===== src/rtl/alu_pkg.sv =====
// Shared definitions for the ALU command sequencer.
//   - opcode encodings carried on cmd_op / alu_sel
//   - sequencer FSM state encoding
//   - packed command word stored in the command FIFO and instruction register
package alu_pkg;

   localparam logic [2:0] OP_ADD   = 3'b000;
   localparam logic [2:0] OP_SUB   = 3'b001;
   localparam logic [2:0] OP_AND   = 3'b010;
   localparam logic [2:0] OP_OR    = 3'b011;
   localparam logic [2:0] OP_XOR   = 3'b100;
   localparam logic [2:0] OP_LOADI = 3'b101;
   localparam logic [2:0] OP_READ  = 3'b110;
   localparam logic [2:0] OP_RSVD  = 3'b111;

   typedef enum logic [1:0] {
      ST_IDLE = 2'd0,
      ST_EXEC = 2'd1,
      ST_RESP = 2'd2
   } state_t;

   typedef struct packed {
      logic [2:0] op;
      logic [1:0] dst;
      logic [1:0] src_a;
      logic [1:0] src_b;
   } cmd_t;

   localparam int CMD_W = $bits(cmd_t);

   // Opcodes that go through the external ALU (the only ones that may
   // appear on alu_sel).
   function automatic logic is_alu_op(input logic [2:0] op);
      return (op <= OP_XOR);
   endfunction

endpackage


===== src/rtl/alu_cmd_fifo.sv =====
// Synchronous FIFO for buffered commands.
// Ports:
//   clk, rst_n  - clock, asynchronous active-low reset (empties the FIFO)
//   push, din   - write request / data; ignored while full
//   pop, dout   - read request / head-of-queue data (valid while !empty)
//   full, empty - status, derived directly from the registered pointers
module alu_cmd_fifo #(
   parameter int WIDTH = 9,
   parameter int DEPTH = 4
) (
   input  logic             clk,
   input  logic             rst_n,
   input  logic             push,
   input  logic [WIDTH-1:0] din,
   input  logic             pop,
   output logic [WIDTH-1:0] dout,
   output logic             full,
   output logic             empty
);

   localparam int AW = $clog2(DEPTH);
   localparam logic [AW:0] PTR_ONE = 1;

   // Pointers carry one extra wrap bit so full and empty are distinguishable
   // when the index bits match.
   logic [AW:0]      wr_ptr;
   logic [AW:0]      rd_ptr;
   logic [WIDTH-1:0] mem [DEPTH];
   logic             do_push;
   logic             do_pop;

   assign empty   = (wr_ptr == rd_ptr);
   assign full    = (wr_ptr[AW] != rd_ptr[AW]) && (wr_ptr[AW-1:0] == rd_ptr[AW-1:0]);
   assign do_push = push && !full;
   assign do_pop  = pop && !empty;
   assign dout    = mem[rd_ptr[AW-1:0]];

   always_ff @(posedge clk or negedge rst_n) begin
      if (!rst_n) begin
         wr_ptr <= '0;
         rd_ptr <= '0;
      end else begin
         if (do_push) wr_ptr <= wr_ptr + PTR_ONE;
         if (do_pop)  rd_ptr <= rd_ptr + PTR_ONE;
      end
   end

   // Storage needs no reset: an entry is only read after it has been written.
   always_ff @(posedge clk) begin
      if (do_push) mem[wr_ptr[AW-1:0]] <= din;
   end

endmodule


===== src/rtl/alu_cmd_sequencer.sv =====
// Command sequencer in front of a 2-bit combinational ALU.
// Commands are queued in a FIFO, executed one at a time against a 4 x 2-bit
// register file, and each produces exactly one response.
// Ports:
//   clk, rst_n                     - clock, asynchronous active-low reset
//   cmd_valid/cmd_ready, cmd_op, cmd_dst, cmd_src_a, cmd_src_b - command stream
//   alu_a, alu_b, alu_sel          - ALU operand/opcode drive
//   alu_result, alu_carry          - combinational ALU return
//   rsp_valid/rsp_ready, rsp_data, rsp_carry, rsp_err - response stream
//   busy                           - work queued or in flight
//
// Both streams use plain valid/ready: a transfer happens on a rising edge
// where valid && ready are both high; the sender keeps its payload stable
// while valid is high and ready is low, and never withdraws valid early.
module alu_cmd_sequencer
   import alu_pkg::*;
#(
   parameter int FIFO_DEPTH = 4
) (
   input  logic       clk,
   input  logic       rst_n,
   input  logic       cmd_valid,
   output logic       cmd_ready,
   input  logic [2:0] cmd_op,
   input  logic [1:0] cmd_dst,
   input  logic [1:0] cmd_src_a,
   input  logic [1:0] cmd_src_b,
   output logic [1:0] alu_a,
   output logic [1:0] alu_b,
   output logic [2:0] alu_sel,
   input  logic [1:0] alu_result,
   input  logic       alu_carry,
   output logic       rsp_valid,
   input  logic       rsp_ready,
   output logic [1:0] rsp_data,
   output logic       rsp_carry,
   output logic       rsp_err,
   output logic       busy
);

   state_t          state;
   state_t          state_nxt;
   cmd_t            fifo_din;
   cmd_t            fifo_dout;
   cmd_t            ir;
   logic            fifo_full;
   logic            fifo_empty;
   logic            fifo_pop;
   logic [3:0][1:0] rf;
   logic [1:0]      res_data;
   logic            res_carry;
   logic            res_err;
   logic            res_wr;

   always_comb begin
      fifo_din       = '0;
      fifo_din.op    = cmd_op;
      fifo_din.dst   = cmd_dst;
      fifo_din.src_a = cmd_src_a;
      fifo_din.src_b = cmd_src_b;
   end

   alu_cmd_fifo #(
      .WIDTH (CMD_W),
      .DEPTH (FIFO_DEPTH)
   ) u_fifo (
      .clk   (clk),
      .rst_n (rst_n),
      .push  (cmd_valid),
      .din   (fifo_din),
      .pop   (fifo_pop),
      .dout  (fifo_dout),
      .full  (fifo_full),
      .empty (fifo_empty)
   );

   // Combinational from the registered FIFO pointers, so ready drops in the
   // same cycle the FIFO fills.
   assign cmd_ready = !fifo_full;
   assign rsp_valid = (state == ST_RESP);
   assign busy      = !fifo_empty || (state != ST_IDLE);

   // Next state and FIFO pop
   always_comb begin
      state_nxt = state;
      fifo_pop  = 1'b0;
      case (state)
         ST_IDLE: begin
            if (!fifo_empty) begin
               fifo_pop  = 1'b1;
               state_nxt = ST_EXEC;
            end
         end
         ST_EXEC: state_nxt = ST_RESP;
         ST_RESP: if (rsp_ready) state_nxt = ST_IDLE;
         default: state_nxt = ST_IDLE;
      endcase
   end

   // ALU drive: only during EXEC of an arithmetic/logic op, otherwise parked
   // at zero so alu_sel never shows LOADI/READ/reserved encodings.
   always_comb begin
      alu_a   = 2'b00;
      alu_b   = 2'b00;
      alu_sel = OP_ADD;
      if (state == ST_EXEC && is_alu_op(ir.op)) begin
         alu_a   = rf[ir.src_a];
         alu_b   = rf[ir.src_b];
         alu_sel = ir.op;
      end
   end

   // Result selection for the command in the instruction register
   always_comb begin
      res_data  = 2'b00;
      res_carry = 1'b0;
      res_err   = 1'b0;
      res_wr    = 1'b0;
      case (ir.op)
         OP_ADD, OP_SUB: begin
            res_data  = alu_result;
            res_carry = alu_carry;
            res_wr    = 1'b1;
         end
         OP_AND, OP_OR, OP_XOR: begin
            // Logic ops report no carry regardless of the ALU's carry line.
            res_data = alu_result;
            res_wr   = 1'b1;
         end
         OP_LOADI: begin
            res_data = ir.src_b;
            res_wr   = 1'b1;
         end
         OP_READ: res_data = rf[ir.src_a];
         default: res_err  = 1'b1;
      endcase
   end

   always_ff @(posedge clk or negedge rst_n) begin
      if (!rst_n) begin
         state     <= ST_IDLE;
         ir        <= '0;
         rf        <= '0;
         rsp_data  <= 2'b00;
         rsp_carry <= 1'b0;
         rsp_err   <= 1'b0;
      end else begin
         state <= state_nxt;
         if (fifo_pop) ir <= fifo_dout;
         if (state == ST_EXEC) begin
            rsp_data  <= res_data;
            rsp_carry <= res_carry;
            rsp_err   <= res_err;
            if (res_wr) rf[ir.dst] <= res_data;
         end
      end
   end

endmodule

===== config.mk =====
export PLATFORM = sky130hd
export DESIGN_NAME = alu_cmd_sequencer
export DESIGN_NICKNAME = d
export VERILOG_FILES = /design/src/rtl/alu_pkg.sv /design/src/rtl/alu_cmd_fifo.sv /design/src/rtl/alu_cmd_sequencer.sv
export SDC_FILE = /design/constraint.sdc
export NUM_CORES = 1
export LEC_CHECK = 0
export CAP_MARGIN = 20
export CORE_UTILIZATION = 52
export CTS_CLUSTER_SIZE = 25
export DETAILED_ROUTE_END_ITERATION = 16
export PLACE_DENSITY_LB_ADDON = 0.3
export REMOVE_ABC_BUFFERS = 1
export SLEW_MARGIN = 30
export SYNTH_ARGS = -nofsm -noshare
export SYNTH_HDL_FRONTEND = slang
export SYNTH_SLANG_ARGS = --single-unit

===== constraint.sdc =====
create_clock -name clk -period 3.05 [get_ports clk]
set_input_delay 0.305 -clock clk [delete_from_list [all_inputs] [get_ports clk]]
set_output_delay 0.305 -clock clk [all_outputs]
set_load 0.005 [all_outputs]

==> impl_metrics.env <==
export IMPL_status="completed"
export IMPL_clockBufferDepth=2
export IMPL_max_freq_mhz=411
export IMPL_synth_most_common_cell="edfxtp_1"
export IMPL_setup_viol=0
export IMPL_drc=0
export IMPL_dpl_hpwl_mm=3.19
export IMPL_min_period_ns=2.43
export IMPL_yosysTopAreaCell="edfxtp_1"
export IMPL_wl_met3_um=223
export IMPL_htree_levels=3
export IMPL_synth_area_top_cells="edfxtp_1 (39%), dfrtp_1 (26%), mux4_2 (11%), mux2_2 (6.9%), ha_1 (3.1%)"
export IMPL_synth_commonest_cells="edfxtp_1 (36), dfrtp_1 (29), mux2_2 (17)"
export IMPL_synth_async_reset_ratio_pct=44.6
export IMPL_drive_gt1_share_pct=22.7
export IMPL_rows=26
export IMPL_post_route_period_util_pct=79.8
export IMPL_cp_slowest_cell="clkdlybuf4s50_1"
export IMPL_syn_area_per_cell_um2=16.6
export IMPL_pre_cts_slack_ns=0.912
export IMPL_ys_types=30
export IMPL_pin_count=30
export IMPL_area_growth_syn_to_layout_pct=20.1
export IMPL_die_width_um=75.2
export IMPL_cts_root_buf="clkbuf_8"
export IMPL_max_slew_worst_pin_slew_ns=0.762
export IMPL_yosysSeqAreaShare_pct=64.9
export IMPL_top_layer_used="met4"
export IMPL_p_per_area_mw_per_mm2=1050
export IMPL_rsz0062_at_grt="no"
export IMPL_synth_edf_count=36
export IMPL_insertedDiodeCount=0
export IMPL_dr_pass1_iters=4
export IMPL_dieArea_mm2=0.00565
export IMPL_cts_tree="done"
export IMPL_cts_resized_gates=0
export IMPL_numCtsBuffers=9
export IMPL_slowest_delay_ns=0.51
export IMPL_yosys_warnings=0
export IMPL_hold_buffers=0
export IMPL_grt_pass1_wl_mm=7.56
export IMPL_finalHoldViolCount=0
export IMPL_track_usage_pct=19.4
export IMPL_syn_inst=168
export IMPL_cp_start_kind="register"
export IMPL_post_cts_buffers=0
export IMPL_synth_seq_cells=65
export IMPL_grt_max_degree=30
export IMPL_wl_met1_mm=1.98
export IMPL_nets=229
export IMPL_wl_met2_mm=2.26
export IMPL_p_leak_nw=1.25
export IMPL_ys_flop_type="edfxtp_1"
export IMPL_endpoint_kind="output port"
export IMPL_cts_num_sinks=65
export IMPL_synth_top_area_share_pct=38.8
export IMPL_numPortBuffers=29
export IMPL_drtIter0Drc=68
export IMPL_synthesis_area_mm2=0.00278
export IMPL_wl_mm=4.50
export IMPL_cp_arrival_ns=2.13
export IMPL_overflow=0
export IMPL_path_clk_slew_ns=0.06
export IMPL_reg2reg_depth=3
export IMPL_start_util_pct=54.1
export IMPL_drv_cap=0
export IMPL_slew_violations=0
export IMPL_coreArea_mm2=0.00514
export IMPL_grt_pass1_vias=1605
export IMPL_antenna_found_initial=0
export IMPL_worst_clock_skew_ns=0.00915
export IMPL_cp_cell_sequence="nand2b_1 -> o21bai_1 -> nor2b_1 -> clkdlybuf4s50_1"
export IMPL_crit_fanout=11
export IMPL_finalWorstSetupSlack_ns=0.617
export IMPL_vdd_drop_max_v=0.000544
export IMPL_ant_nets=0
export IMPL_maxSlewHeadroom_pct=49.2
export IMPL_hold_path_class="input port to async pin"
export IMPL_wire_per_inst_um=16.0
export IMPL_vias=1537
export IMPL_via_per_inst=5.47
export IMPL_setup_tns_ns=0
export IMPL_die_h_um=75.2
export IMPL_insertion_delay_ns=0.33
export IMPL_worstSetupPathType="register to output port"
export IMPL_cp_required_ns=2.74
export IMPL_routabilityCongestion=0.805
export IMPL_n_fill_cell=392
path summary, 6_finish.rpt:
| kind | endpoint | startpoint | slack (ns) |
|---|---|---|---|
| max reg2reg | ir[4] | u_fifo.rd_ptr[1] | 0.92 |
| max | alu_b[0] | state[1] | 0.62 |
| min | state[1] | rst_n | 0.35 |
| min in group clk | rsp_err | rsp_err | 0.48 |
| min reg2reg | rsp_err | rsp_err | 0.48 |
| max in group asynchronous | u_fifo.wr_ptr[1] | rst_n | 2.42 |
power by group:
group	internal (mW)	leakage, nW	switching, mW
logic	0.742	0.475	0.572
clock network	0.395	0.0978	0.299
registers	1.25	0.677	0.242
total	2.39	1.25	1.11
worst max-delay path, delay by kind of cell, from the launching register on:
kind	cells	cell delay, ns
AND/OR/NAND/NOR	2	0.50
flip-flops	1	0.43
AO/OA/AOI/OAI	1	0.36
buffers and inverters	1	0.51
final cells by class:
type / count / area, um2 / area share, %
Timing Repair Buffer: 31 / 305 / 9.14
Inverter: 6 / 22.5 / 0.674
Multi-Input combinational cell: 93 / 930 / 27.8
Tap cell: 70 / 87.6 / 2.62
Sequential cell: 65 / 1810 / 54.1
Clock inverter: 4 / 43.8 / 1.31
Clock buffer: 12 / 145 / 4.34
flip-flops by register name, summed over array words and instances, names as in the netlist:
register       flops
state              2
u_fifo.rd_ptr      3
rf                 8
u_fifo.wr_ptr      3
rsp_carry          1
u_fifo.mem        36
rsp_data           2
rsp_err            1
ir                 9
placed cells by master (no fill, tap or decap), types with 3 or more instances in the layout:
cell	n
o21ai_0	7
edfxtp_1	36
xnor2_1	5
nor2b_1	4
clkdlybuf4s50_1	29
nand3_1	3
mux4_2	13
dfrtp_1	29
clkbuf_8	10
ha_1	7
and3_1	4
nand4_1	3
mux2_2	17
inv_1	5
nand2_1	7
nor2_1	6
cells by family (layout without fill, tap and decap cells):
logic type	Yosys count	count (layout)	share of synthesized area [%]
AOI/OAI and AO/OA	12	12	3.24
buffers and inverters	10	53	1.66
muxes	31	31	17.9
and+or+nand+nor	36	36	6.88
DFF	65	65	64.9
xor gates and xnor gates	7	7	2.20
adders and majority gates	7	7	3.15
per-stage QoR:
step	power [mW]	utilization, %	hold WS, ns	std cells	cell area, um2
after floorplan	2.40	-	0.00941	164	2760
after global placement	2.78	61.3	0.464	265	3150
after detailed placement	2.84	61.3	0.468	265	3150
after CTS	3.54	65.0	0.344	281	3340
after global routing	3.76	65.0	0.374	281	3340
final	3.50	65.0	0.355	281	3340
layer usage:
metal  vias to the layer above  track usage [%]
met4                         0             9.47
met1                       766             23.7
met2                        49             30.5
li1                        717                -
met5                         -                0
met3                         5             7.63
(Power assumes the default switching activity.)
